==> config.mk <==
export PLATFORM = sky130hd
export DESIGN_NAME = btn_press_decoder
export DESIGN_NICKNAME = d
export VERILOG_FILES = /design/src/rtl/tv_b_gone_pkg.sv /design/src/rtl/btn_edge_detect.sv /design/src/rtl/btn_press_decoder.sv
export SDC_FILE = /design/constraint.sdc
export NUM_CORES = 1
export LEC_CHECK = 0
export CORE_MARGIN = 4
export CORE_UTILIZATION = 43
export DETAILED_ROUTE_END_ITERATION = 7
export GPL_TIMING_DRIVEN = 1
export SYNTH_ARGS = -nofsm -noshare
export SYNTH_HDL_FRONTEND = slang
export SYNTH_SLANG_ARGS = --single-unit
export TNS_END_PERCENT = 5
==> constraint.sdc <==
create_clock -name clock_in -period 2.1 [get_ports clock_in]
set_clock_uncertainty 0.1 [all_clocks]
set_input_delay 0.315 -clock clock_in [delete_from_list [all_inputs] [get_ports clock_in]]
set_output_delay 0.315 -clock clock_in [all_outputs]
set_load 0.05 [all_outputs]
==> src/rtl/tv_b_gone_pkg.sv <==
// Shared types for the remote-control button path: decoder FSM states and code regions.
// Also provides the window-counter width helper used by the press decoder.
package tv_b_gone_pkg;

  typedef enum logic {
    IDLE        = 1'b0,
    WAIT_SECOND = 1'b1
  } btn_state_t;

  typedef enum logic {
    REGION_NA = 1'b0,
    REGION_EU = 1'b1
  } region_t;

  // One-cycle classification pulses, registered together.
  typedef struct packed {
    logic single;
    logic dbl;
    logic start;
    logic stop;
  } press_evt_t;

  // A window of one cycle still needs a one-bit counter.
  function automatic int cnt_width(input longint w);
    if (w < 2)
      return 1;
    return $clog2(w);
  endfunction

endpackage

==> src/rtl/btn_edge_detect.sv <==
// Rising-edge detector: rise_out is combinational from level_in and one registered copy.
// A level already high when reset releases is not reported as a rise.
module btn_edge_detect (
  input  logic clock_in,
  input  logic reset_in,
  input  logic level_in,
  output logic rise_out
);

  logic level_d;
  logic armed;

  always_ff @(posedge clock_in) begin
    if (reset_in) begin
      level_d <= 1'b0;
      armed   <= 1'b0;
    end else begin
      level_d <= level_in;
      armed   <= 1'b1;
    end
  end

  // armed masks the first post-reset cycle, while level_d still holds the reset value.
  assign rise_out = armed & level_in & ~level_d;

endmodule

==> src/rtl/btn_press_decoder.sv <==
// Classifies debounced presses as single or double within a W-cycle window; outputs registered,
// single after W cycles, double one cycle after the second rise; no backpressure, seq_busy_in picks start/stop.
module btn_press_decoder
  import tv_b_gone_pkg::*;
#(
  parameter int CLK_MHZ          = 8,
  parameter int DOUBLE_WINDOW_MS = 400
) (
  input  logic clock_in,
  input  logic reset_in,
  input  logic press_in,
  input  logic seq_busy_in,
  output logic single_out,
  output logic double_out,
  output logic start_out,
  output logic stop_out,
  output logic region_out
);

  localparam longint W  = longint'(CLK_MHZ) * longint'(DOUBLE_WINDOW_MS) * 64'sd1000;
  localparam int     CW = cnt_width(W);
  localparam logic [CW-1:0] CNT_LOAD = CW'(W - 1);

  btn_state_t    state;
  logic [CW-1:0] cnt;
  press_evt_t    evt;
  region_t       region;
  logic          rise;

  btn_edge_detect u_edge (
    .clock_in (clock_in),
    .reset_in (reset_in),
    .level_in (press_in),
    .rise_out (rise)
  );

  always_ff @(posedge clock_in) begin
    if (reset_in) begin
      state  <= IDLE;
      cnt    <= CNT_LOAD;
      evt    <= '0;
      region <= REGION_NA;
    end else begin
      evt <= '0;
      case (state)
        IDLE: begin
          if (rise) begin
            state <= WAIT_SECOND;
            cnt   <= CNT_LOAD;
          end
        end
        WAIT_SECOND: begin
          // A rise on the expiry cycle still counts as the second press.
          if (rise) begin
            evt.dbl <= 1'b1;
            region  <= (region == REGION_NA) ? REGION_EU : REGION_NA;
            state   <= IDLE;
          end else if (cnt == '0) begin
            evt.single <= 1'b1;
            evt.start  <= ~seq_busy_in;
            evt.stop   <= seq_busy_in;
            state      <= IDLE;
          end else begin
            cnt <= cnt - 1'b1;
          end
        end
        default: state <= IDLE;
      endcase
    end
  end

  assign single_out = evt.single;
  assign double_out = evt.dbl;
  assign start_out  = evt.start;
  assign stop_out   = evt.stop;
  assign region_out = region;

endmodule

==> qor.yml, run 1 <==
worst_setup_path:
  worst-setup-path-type: "flop to flop"
  worst-r2r-setup-slack_ns: 0.09
  crit_path_start_kind: "flop"
  end_kind: "flop"
  arrival_ns: 2.13
  critical_path.reg2reg.endpoint: "cnt[19]"
  worst-path-max-fanout: 5
  ff2ff_path_depth: 7
  critical_path_required_ns: 2.22
  critical_path.reg2reg.startpoint: "cnt[0]"
routing:
  finalWirelength_um: 2920
  vias: 1204
  drcViolationCount: 0
  detailedRoute.firstPassIterationCount: 4
  via_to_cell_ratio: 5.26
  antenna_left: 0
  drt_iter0_drc: 61
  drt-wirelength-per-cell_um: 12.7
die:
  die_width_um: 65.6
  floorplan.rows: 20
  initial_core_util_pct: 45.9
  io_pins: 9
  floorplan.core_area_um2: 3100
  design.die.area_um2: 4300
  dieHeight_um: 65.6
yosys:
  synth_compound_gate_area_share_pct: 6.41
  synth-adder-area-share_pct: 0.878
  synth_area_leader_cell: "sky130_fd_sc_hd__dfxtp_1"
  synth_enable_flop_cells: 0
  syn-instance-count: 161
  asyncSetResetFlopFracSynth_pct: 0
  main_combinational_cell_family_by_area_after_synthesis: "simple AND/OR/NAND/NOR gates"
  post_synth_xor_area_fraction_pct: 8.60
  synth.lib_cells_used.distinct: 36
  netlist_area_um2: 1430
  syn-num-nets: 166
  synth-main-ff-cell: "sky130_fd_sc_hd__dfxtp_1"
  syn_avg_cell_area_um2: 8.85
  synth_simple_gate_area_share_pct: 37.3
  seq_area_frac_synth_pct: 42.1
  largest_cells_by_area_after_synthesis: "sky130_fd_sc_hd__dfxtp_1 42%, sky130_fd_sc_hd__nand2_1 5.5%, sky130_fd_sc_hd__xor2_1 4.9%, sky130_fd_sc_hd__nor2_1 4.0%, sky130_fd_sc_hd__xnor2_1 3.7%"
  yosysWarningCount: 0
  synth_top_area_share_pct: 42.1
  ys_seq_elements: 30
  synth.mux.area_fraction_pct: 2.11
placement:
  routability_congestion_estimate: 0.884
  postPlaceCellArea_um2: 1640
  place_hpwl_um: 2190
  placement.setup.worst_slack_ns: 0.0135
  port_buffers: 8
power:
  power.density_cell_area_nw_per_um2: 551
  leak_nw: 0.609
  power.ir.vdd_worst_uv: 361
  report.power.total_mw: 0.944
hold_path:
  holdPathStages: 1
  hold_path_end: "cnt[16]"
  worst_hold_path_type: "flop to flop"
  holdCritStartpoint: "cnt[16]"
global_routing:
  gr-usage-all-layers_pct: 15.9
  wire_length_of_the_first_global_routing_pass_um: 5260
  overflow: 0
  initial_antenna_violation_count: 0
  grt_pass1_vias: 1179
  grt_start_max_net_pins: 11
final_layout:
  final_cell_area_um2: 1710
  antenna_diode_count: 0
  final_cell_mix: "30 x sky130_fd_sc_hd__dfxtp_1, 21 x sky130_fd_sc_hd__nand2_1, 15 x sky130_fd_sc_hd__nor2_1"
  area.sequential_um2: 601
  area_growth_pct: 20.2
  final_layout_fill_cell_count: 319
  final_nets: 190
  postLayoutCoreUtil_pct: 55.2
  final_layout_size_suffix_gt1_share_pct: 18.4
  final_common_cell: "sky130_fd_sc_hd__dfxtp_1"
  multi_input_area_um2: 812
timing:
  timing.final.max_slew_violations: 0
  fin_ws_ns: 0.0920
  slew_headroom_pct: 66.9
  period_share_pct: 95.6
  fin_tns_setup_ns: 0
  final_setup_violating_endpoints: 0
  setup_repair_after_global_routing_missed_its_margin: "true"
  fmax_mhz: 498
  worst_pin_slew_ns: 0.494
  timing.final.hold_violations: 0
  finalWorstPathRequiredPeriod_ns: 2.01
clock_network:
  cts-buffers-inserted: 5
  clock_latency_ns: 0.33
  cts_htree_levels: 2
  clk_transition_reported_paths_ns: 0.09
  max_root_sink_buffers: 2
  clock-sinks: 30
  cts_tree: "built"
  clock_tree.root_cell: "sky130_fd_sc_hd__clkbuf_4"
  cts_setup_buffers: 0
job:
  drv_cap: 0
run_status:
  status: "complete, no violations"
[timing repair]
item | CTS | global route
setup endpoints to repair | 0 | 7
gates resized for setup | 0 | 4
hold buffers | 0 | 0
endpoints found under the hold margin | 0 | 0
[stage by stage]
| stage | hold slack, ns | std cells |
|---|---|---|
| global placement | 0.386 | 222 |
| CTS | 0.397 | 229 |
| finish | 0.392 | 229 |
| floorplan | 0.287 | 161 |
| global route | 0.412 | 229 |
| detailed placement | 0.385 | 222 |
[critical path, stage by stage, from the launching register on]
cell,delay [ns]
sky130_fd_sc_hd__dfxtp_1,0.34
sky130_fd_sc_hd__inv_1,0.07
sky130_fd_sc_hd__ha_1,0.23
sky130_fd_sc_hd__or3b_2,0.51
sky130_fd_sc_hd__nor3_1,0.28
sky130_fd_sc_hd__nor4_4,0.08
sky130_fd_sc_hd__nand3_1,0.08
sky130_fd_sc_hd__a21bo_2,0.21
[metal layers]
| metal | up-vias | track usage, % | part of all wire (%) |
|---|---|---|---|
| li1 | 630 | - | - |
| met1 | 548 | 20.4 | 49 |
| met2 | 19 | 24.9 | 45 |
| met3 | 7 | 5.30 | 4.1 |
| met4 | 0 | 5.44 | 1.9 |
| met5 | - | 0 | 0 |
[synth_stat cells, drive strengths merged (3+ instances only)]
master	n
xnor2	6
dfxtp	30
nand3b	3
nor2	15
nand4	4
nand3	10
a21oi	6
clkbuf	3
xor2	8
nand2	21
inv	4
or4	3
nor4	10
nor3	6
o21ai	3
nand4b	4
mux2i	3
[final cells by class]
cell class	count	share of cell area [%]
timing repair buffer	22	10.8
inverter	4	0.877
multi-input combinational	122	47.4
sequential	30	35.1
clock buffer	7	2.63
tap	44	3.21
[power breakdown]
group	leakage (nW)	total [mW]	switching (mW)	internal [mW]
logic	0.341	0.0583	0.0313	0.0270
clock network	0.0254	0.307	0.181	0.126
registers	0.243	0.578	0.00476	0.574
total	0.609	0.944	0.217	0.726
[logic make-up after synthesis]
| family | count (synthesis) |
|---|---|
| AOI/OAI and AO/OA | 14 |
| xor gates and xnor gates | 14 |
| adders and majority gates | 1 |
| buffers and inverters | 9 |
| DFF | 30 |
| muxes | 3 |
| and+or+nand+nor | 90 |
[state kept, by name, summed over array words and instances (netlist names)]
| register | cells |
|---|---|
| cnt | 22 |
| double_out | 1 |
| region_out | 1 |
| single_out | 1 |
| start_out | 1 |
| state | 1 |
| stop_out | 1 |
| u_edge.armed | 1 |
| u_edge.level_d | 1 |
[worst max-delay path by stage]
| stage | from | end | cells after the start |
|---|---|---|---|
| 2_1_floorplan | cnt[0] | cnt[14] | 8 |
| 4_1_cts | cnt[2] | cnt[19] | 5 |
| 3_5_place_dp | press_in | cnt[19] | 6 |
| 3_3_place_gp | press_in | cnt[19] | 7 |
| 6_report | cnt[0] | cnt[19] | 7 |
| 5_1_grt | cnt[18] | cnt[4] | 5 |
(Power assumes the default switching activity.)
==> run 2: changes to the inputs <==
- MAX_ROUTING_LAYER: unset -> met4
- clock period: 2.1 -> 2.51 ns (I/O delays scaled with it)
==> qor.yml, run 2 (same netlist as run 1, synthesis figures left out) <==
die:
  die_width_um: 65.6  # unchanged
  design.die.area_um2: 4300  # unchanged
  io_pins: 9  # unchanged
  floorplan.core_area_um2: 3100  # unchanged
  initial_core_util_pct: 45.9  # unchanged
  dieHeight_um: 65.6  # unchanged
  floorplan.rows: 20  # unchanged
worst_setup_path:
  cp.buffers_inverters: 1  # unchanged
  cp_slowest_stage_delay_ns: 0.41  # was 0.51 ns
  critPathTopFamily: "simple AND/OR/NAND/NOR gates"  # unchanged
  crit_slowest_cell: "sky130_fd_sc_hd__and4_1"  # was sky130_fd_sc_hd__or3b_2
  crit_path_start_kind: "flop"  # unchanged
  worst-setup-path-type: "flop to flop"  # unchanged
  critical_path_required_ns: 2.62  # was 2.22 ns
  crit_chain: "inv_1 > ha_1 > nor3b_1 > and4_1 > a21oi_2 > a211oi_1 > a31oi_1"  # was inv_1 > ha_1 > or3b_2 > nor3_1 > nor4_4 > nand3_1 > a21bo_2
  arrival_ns: 2.24  # was 2.13 ns
  end_kind: "flop"  # unchanged
  worst-path-max-fanout: 7  # was 5
clock_network:
  cts_htree_levels: 2  # unchanged
  clk_transition_reported_paths_ns: 0.09  # about the same
  cts_hold_buffers: 0  # unchanged
  clock_latency_ns: 0.34  # was 0.33 ns
  clock_tree.root_cell: "sky130_fd_sc_hd__clkbuf_4"  # unchanged
  clock-sinks: 30  # unchanged
  post_cts_resized: 0  # unchanged
  cts_tree: "built"  # unchanged
  cts_setup_buffers: 0  # unchanged
  max_root_sink_buffers: 2  # unchanged
  cts-buffers-inserted: 5  # unchanged
global_routing:
  overflow: 0  # unchanged
  grt_start_max_net_pins: 14  # was 11
  initial_antenna_violation_count: 0  # unchanged
  wire_length_of_the_first_global_routing_pass_um: 4710  # was 5260 um
  gr-usage-all-layers_pct: 15.2  # was 15.9%
  grt_pass1_vias: 1074  # was 1179
final_layout:
  largest_reg_flops: 22  # unchanged
  final_common_cell: "sky130_fd_sc_hd__dfxtp_1"  # unchanged
  final_layout_size_suffix_gt1_share_pct: 13.1  # was 18.4%
  area_growth_pct: 13.8  # was 20.2%
  final_nets: 179  # was 190
  final_cell_mix: "30 x sky130_fd_sc_hd__dfxtp_1, 21 x sky130_fd_sc_hd__nand2_1, 15 x sky130_fd_sc_hd__nor2_1"  # unchanged
  final_cell_area_um2: 1620  # was 1710 um^2
  largest_register: "cnt"  # unchanged
  final_layout_fill_cell_count: 305  # was 319
  postLayoutCoreUtil_pct: 52.3  # was 55.2%
  final_cells: 219  # was 229
  antenna_diode_count: 0  # unchanged
timing:
  fin_tns_setup_ns: 0  # unchanged
  worst_pin_slew_ns: 0.526  # was 0.494 ns
  slew_headroom_pct: 64.6  # was 66.9%
  setup_repair_after_global_routing_missed_its_margin: "false"  # was true
  period_share_pct: 84.6  # was 95.6%
  timing.final.hold_violations: 0  # unchanged
  finalWorstPathRequiredPeriod_ns: 2.12  # was 2.01 ns
  final_setup_violating_endpoints: 0  # unchanged
  whs_ns: 0.404  # was 0.392 ns
  timing.final.max_slew_violations: 0  # unchanged
  fin_ws_ns: 0.386  # was 0.0920 ns
  fmax_mhz: 471  # was 498 MHz
routing:
  finalWirelength_um: 2760  # was 2920 um
  drt_iter0_drc: 36  # was 61
  vias: 1159  # was 1204
  via_to_cell_ratio: 5.29  # was 5.26
  detailedRoute.firstPassIterationCount: 4  # unchanged
  drcViolationCount: 0  # unchanged
  drt-wirelength-per-cell_um: 12.6  # was 12.7 um
  antenna_left: 0  # unchanged
placement:
  placement.setup.worst_slack_ns: 0.238  # was 0.0135 ns
  dpl.cell_count: 211  # was 222
  place_hpwl_um: 2060  # was 2190 um
  postPlaceCellArea_um2: 1560  # was 1640 um^2
  routability_congestion_estimate: 0.868  # was 0.884
  port_buffers: 8  # unchanged
run_status:
  status: "complete, no violations"  # unchanged
power:
  report.power.total_mw: 0.831  # was 0.944 mW
  power.density_cell_area_nw_per_um2: 512  # was 551 nW/um^2
  leak_nw: 0.548  # was 0.609 nW
  power.ir.vdd_worst_uv: 249  # was 361 uV
hold_path:
  worst_hold_path_type: "flop to flop"  # unchanged
job:
  drv_cap: 0  # unchanged
run 2: cell count changes in the layout (fill, tap and decap cells not counted):
cell	delta
sky130_fd_sc_hd__nor3b_2	-1
sky130_fd_sc_hd__nor3b_1	+1
sky130_fd_sc_hd__nor4_4	-2
sky130_fd_sc_hd__and4_1	+1
sky130_fd_sc_hd__clkbuf_8	+1
sky130_fd_sc_hd__nor4_2	+2
sky130_fd_sc_hd__buf_4	-11
sky130_fd_sc_hd__clkinv_2	+1
sky130_fd_sc_hd__clkbuf_1	-1
sky130_fd_sc_hd__and4_2	-1
run 2: final timing paths:
check	start	slack, ns	end	cells after the start
min	cnt[16]	0.40	cnt[16]	1
max reg2reg	cnt[0]	0.39	cnt[4]	7
min reg2reg	cnt[16]	0.40	cnt[16]	1
max	cnt[0]	0.39	cnt[4]	7
run 2: worst reg2reg max path: cells and delay by family, from the launching register on:
family,cells,cell delay [ns]
DFF,1,0.36
and+or+nand+nor,2,0.73
AOI/OAI and AO/OA,3,0.48
buffers and inverters,1,0.10
adders and majority gates,1,0.23
run 2: final cells by class:
type	instances	area (um^2)	area share (%)
Timing Repair Buffer	11	103	6.33
Clock buffer	7	55.1	3.40
Inverter	4	15.0	0.926
Sequential cell	30	601	37.0
Tap cell	44	55.1	3.40
Multi-Input combinational cell	122	788	48.6
Clock inverter	1	5.00	0.309
run 2: report_power, final:
part	internal (mW)	total [mW]	leakage, nW	switching [mW]
clock network	0.135	0.304	0.0353	0.168
logic	0.0175	0.0421	0.270	0.0246
registers	0.480	0.485	0.243	0.00483
run 2: metal layers:
layer	part of all wire (%)	routed length (um)	GRT usage, %
met5	0	0	-
met4	2.1	57	7.51
met2	44	1210	23.0
met1	50	1380	17.3
met3	4.1	112	6.15
==> run 3: changes to the inputs <==
- clock period: 2.51 -> 1.8 ns (I/O delays scaled with it)
==> qor.yml, run 3 (same netlist as run 1, synthesis figures left out) <==
power:
  power.density_cell_area_nw_per_um2: 608  # was 512 nW/um^2
  leak_nw: 0.803  # was 0.548 nW
  report.power.total_mw: 1.26  # was 0.831 mW
  power.ir.vdd_worst_uv: 516  # was 249 uV
timing:
  fmax_mhz: 527  # was 471 MHz
  timing.final.max_slew_violations: 0  # unchanged
  final_setup_violating_endpoints: 10  # was 0
  timing.final.hold_violations: 0  # unchanged
  finalWorstPathRequiredPeriod_ns: 1.90  # was 2.12 ns
  fin_ws_ns: -0.0972  # was 0.386 ns
  whs_ns: 0.392  # was 0.404 ns
  period_share_pct: 105  # was 84.6%
  worst_pin_slew_ns: 0.307  # was 0.526 ns
  fin_tns_setup_ns: -0.461  # was 0 ns
  slew_headroom_pct: 79.3  # was 64.6%
  setup_repair_after_global_routing_missed_its_margin: "true"  # was false
global_routing:
  grt_start_max_net_pins: 10  # was 14
  gr-usage-all-layers_pct: 17.5  # was 15.2%
  grt_pass1_vias: 1302  # was 1074
  overflow: 0  # unchanged
  initial_antenna_violation_count: 0  # unchanged
  wire_length_of_the_first_global_routing_pass_um: 5530  # was 4710 um
final_layout:
  area.sequential_um2: 608  # was 601 um^2
  final_layout_fill_cell_count: 272  # was 305
  area_growth_pct: 45.5  # was 13.8%
  largest_register: "cnt"  # unchanged
  final_common_cell: "sky130_fd_sc_hd__buf_4"  # was sky130_fd_sc_hd__dfxtp_1
  multi_input_area_um2: 873  # was 788 um^2
  final_cell_mix: "52 x sky130_fd_sc_hd__buf_4, 26 x sky130_fd_sc_hd__dfxtp_1, 21 x sky130_fd_sc_hd__nand2_1"  # was 30 x sky130_fd_sc_hd__dfxtp_1, 21 x sky130_fd_sc_hd__nand2_1, 15 x sky130_fd_sc_hd__nor2_1
  final_layout_size_suffix_gt1_share_pct: 41.2  # was 13.1%
  antenna_diode_count: 0  # unchanged
  largest_reg_flops: 22  # unchanged
  final_nets: 225  # was 179
clock_network:
  cts_hold_buffers: 0  # unchanged
  cts_tree: "built"  # unchanged
  clock_latency_ns: 0.34  # about the same
  cts-buffers-inserted: 5  # unchanged
  clock_tree.root_cell: "sky130_fd_sc_hd__clkbuf_4"  # unchanged
  cts_htree_levels: 2  # unchanged
  clk_transition_reported_paths_ns: 0.09  # about the same
  clock-sinks: 30  # unchanged
  max_root_sink_buffers: 2  # unchanged
die:
  initial_core_util_pct: 45.9  # unchanged
  die_width_um: 65.6  # unchanged
  design.die.area_um2: 4300  # unchanged
  floorplan.rows: 20  # unchanged
  floorplan.core_area_um2: 3100  # unchanged
  dieHeight_um: 65.6  # unchanged
  io_pins: 9  # unchanged
worst_setup_path:
  cp.buffers_inverters: 1  # unchanged
  critical_path.reg2reg.endpoint: "cnt[16]"  # was cnt[4]
  worst-r2r-setup-slack_ns: -0.1  # was 0.39 ns
  crit_chain: "or4_4 > nor3b_4 > buf_6 > a21oi_4 > a31o_1 > mux2i_1"  # was inv_1 > ha_1 > nor3b_1 > and4_1 > a21oi_2 > a211oi_1 > a31oi_1
  arrival_ns: 2.06  # was 2.24 ns
  critPathTopFamily: "simple AND/OR/NAND/NOR gates"  # unchanged
  critical_path_required_ns: 1.97  # was 2.62 ns
  cp_slowest_stage_delay_ns: 0.56  # was 0.41 ns
  worst-path-max-fanout: 6  # was 7
  critical_path.reg2reg.startpoint: "cnt[17]"  # was cnt[0]
  ff2ff_path_depth: 6  # was 7
  timing_startpoint_of_the_critical_path: "cnt[17]"  # was cnt[0]
  crit_path_start_kind: "flop"  # unchanged
  critical_path_depth: 6  # was 7
  worst-setup-path-type: "flop to flop"  # unchanged
  timing.critical_path.to: "cnt[16]"  # was cnt[4]
  end_kind: "flop"  # unchanged
  crit_slowest_cell: "sky130_fd_sc_hd__or4_4"  # was sky130_fd_sc_hd__and4_1
placement:
  place_hpwl_um: 2480  # was 2060 um
  routability_congestion_estimate: 0.853  # was 0.868
  port_buffers: 8  # unchanged
  placement.setup.worst_slack_ns: -0.266  # was 0.238 ns
routing:
  detailedRoute.firstPassIterationCount: 4  # unchanged
  drcViolationCount: 0  # unchanged
  antenna_left: 0  # unchanged
  drt-wirelength-per-cell_um: 12.9  # was 12.6 um
  vias: 1369  # was 1159
  drt_iter0_drc: 140  # was 36
  finalWirelength_um: 3430  # was 2760 um
  via_to_cell_ratio: 5.17  # was 5.29
run_status:
  violations_in_the_final_reports: "negative setup slack"
  status: "finished with violations"  # was complete, no violations
job:
  drv_cap: 0  # unchanged
hold_path:
  worst_hold_path_type: "primary input to flop"  # was flop to flop
run 3: cell types whose count changed in the layout (fill, tap and decap cells not counted), sizes merged:
cell,previous run,this run
buf,3,54
clkbuf,7,8
clkdlybuf4s50,8,3
clkinv,1,0
run 3: how the worst min path moves through the flow:
stage / startpoint / to / slack, ns / depth (start not counted)
2_1_floorplan: seq_busy_in / start_out / 0.24 / 1
3_3_place_gp: cnt[16] / cnt[16] / 0.38 / 1
3_5_place_dp: cnt[16] / cnt[16] / 0.39 / 1
4_1_cts: seq_busy_in / start_out / 0.39 / 2
5_1_grt: seq_busy_in / start_out / 0.39 / 2
6_report: seq_busy_in / start_out / 0.39 / 2
run 3: final cells by class:
class	instances	area share [%]
clock buffer	8	3.80
inverter	4	0.724
multi-input combinational	122	42.1
sequential	30	29.3
tap	44	2.66
timing repair buffer	57	21.4
run 3: timing repair:
item / 4_1_cts / 5_1_grt
setup endpoints to repair: 21 / 26
resized for setup: 4 / 19
buffers inserted: 1 / 2
pin swaps: 1 / 10
endpoints found under the hold margin: 0 / 0
run 3: stage by stage:
step	std cells	instance area, um^2	utilization, %
final	265	2070	66.8
after global routing	265	2070	66.8
after CTS	263	1970	63.6
after detailed placement	254	1880	60.5
after global placement	254	1880	60.5
after floorplan	161	1430	-
run 3: power breakdown:
group          switching (mW)  leakage, nW  total [mW]  internal, mW
Combinational          0.0451        0.515      0.0915        0.0464
Clock                   0.230       0.0446       0.497         0.267
Sequential            0.00440        0.244       0.672         0.668
Total                   0.280        0.803        1.26         0.981
run 3: per-layer routing:
metal	track usage [%]	routed length, um	up-vias
li1	-	-	694
met4	8.03	61	0
met2	27.4	1680	25
met5	-	0	-
met3	5.98	131	7
met1	20.1	1560	643
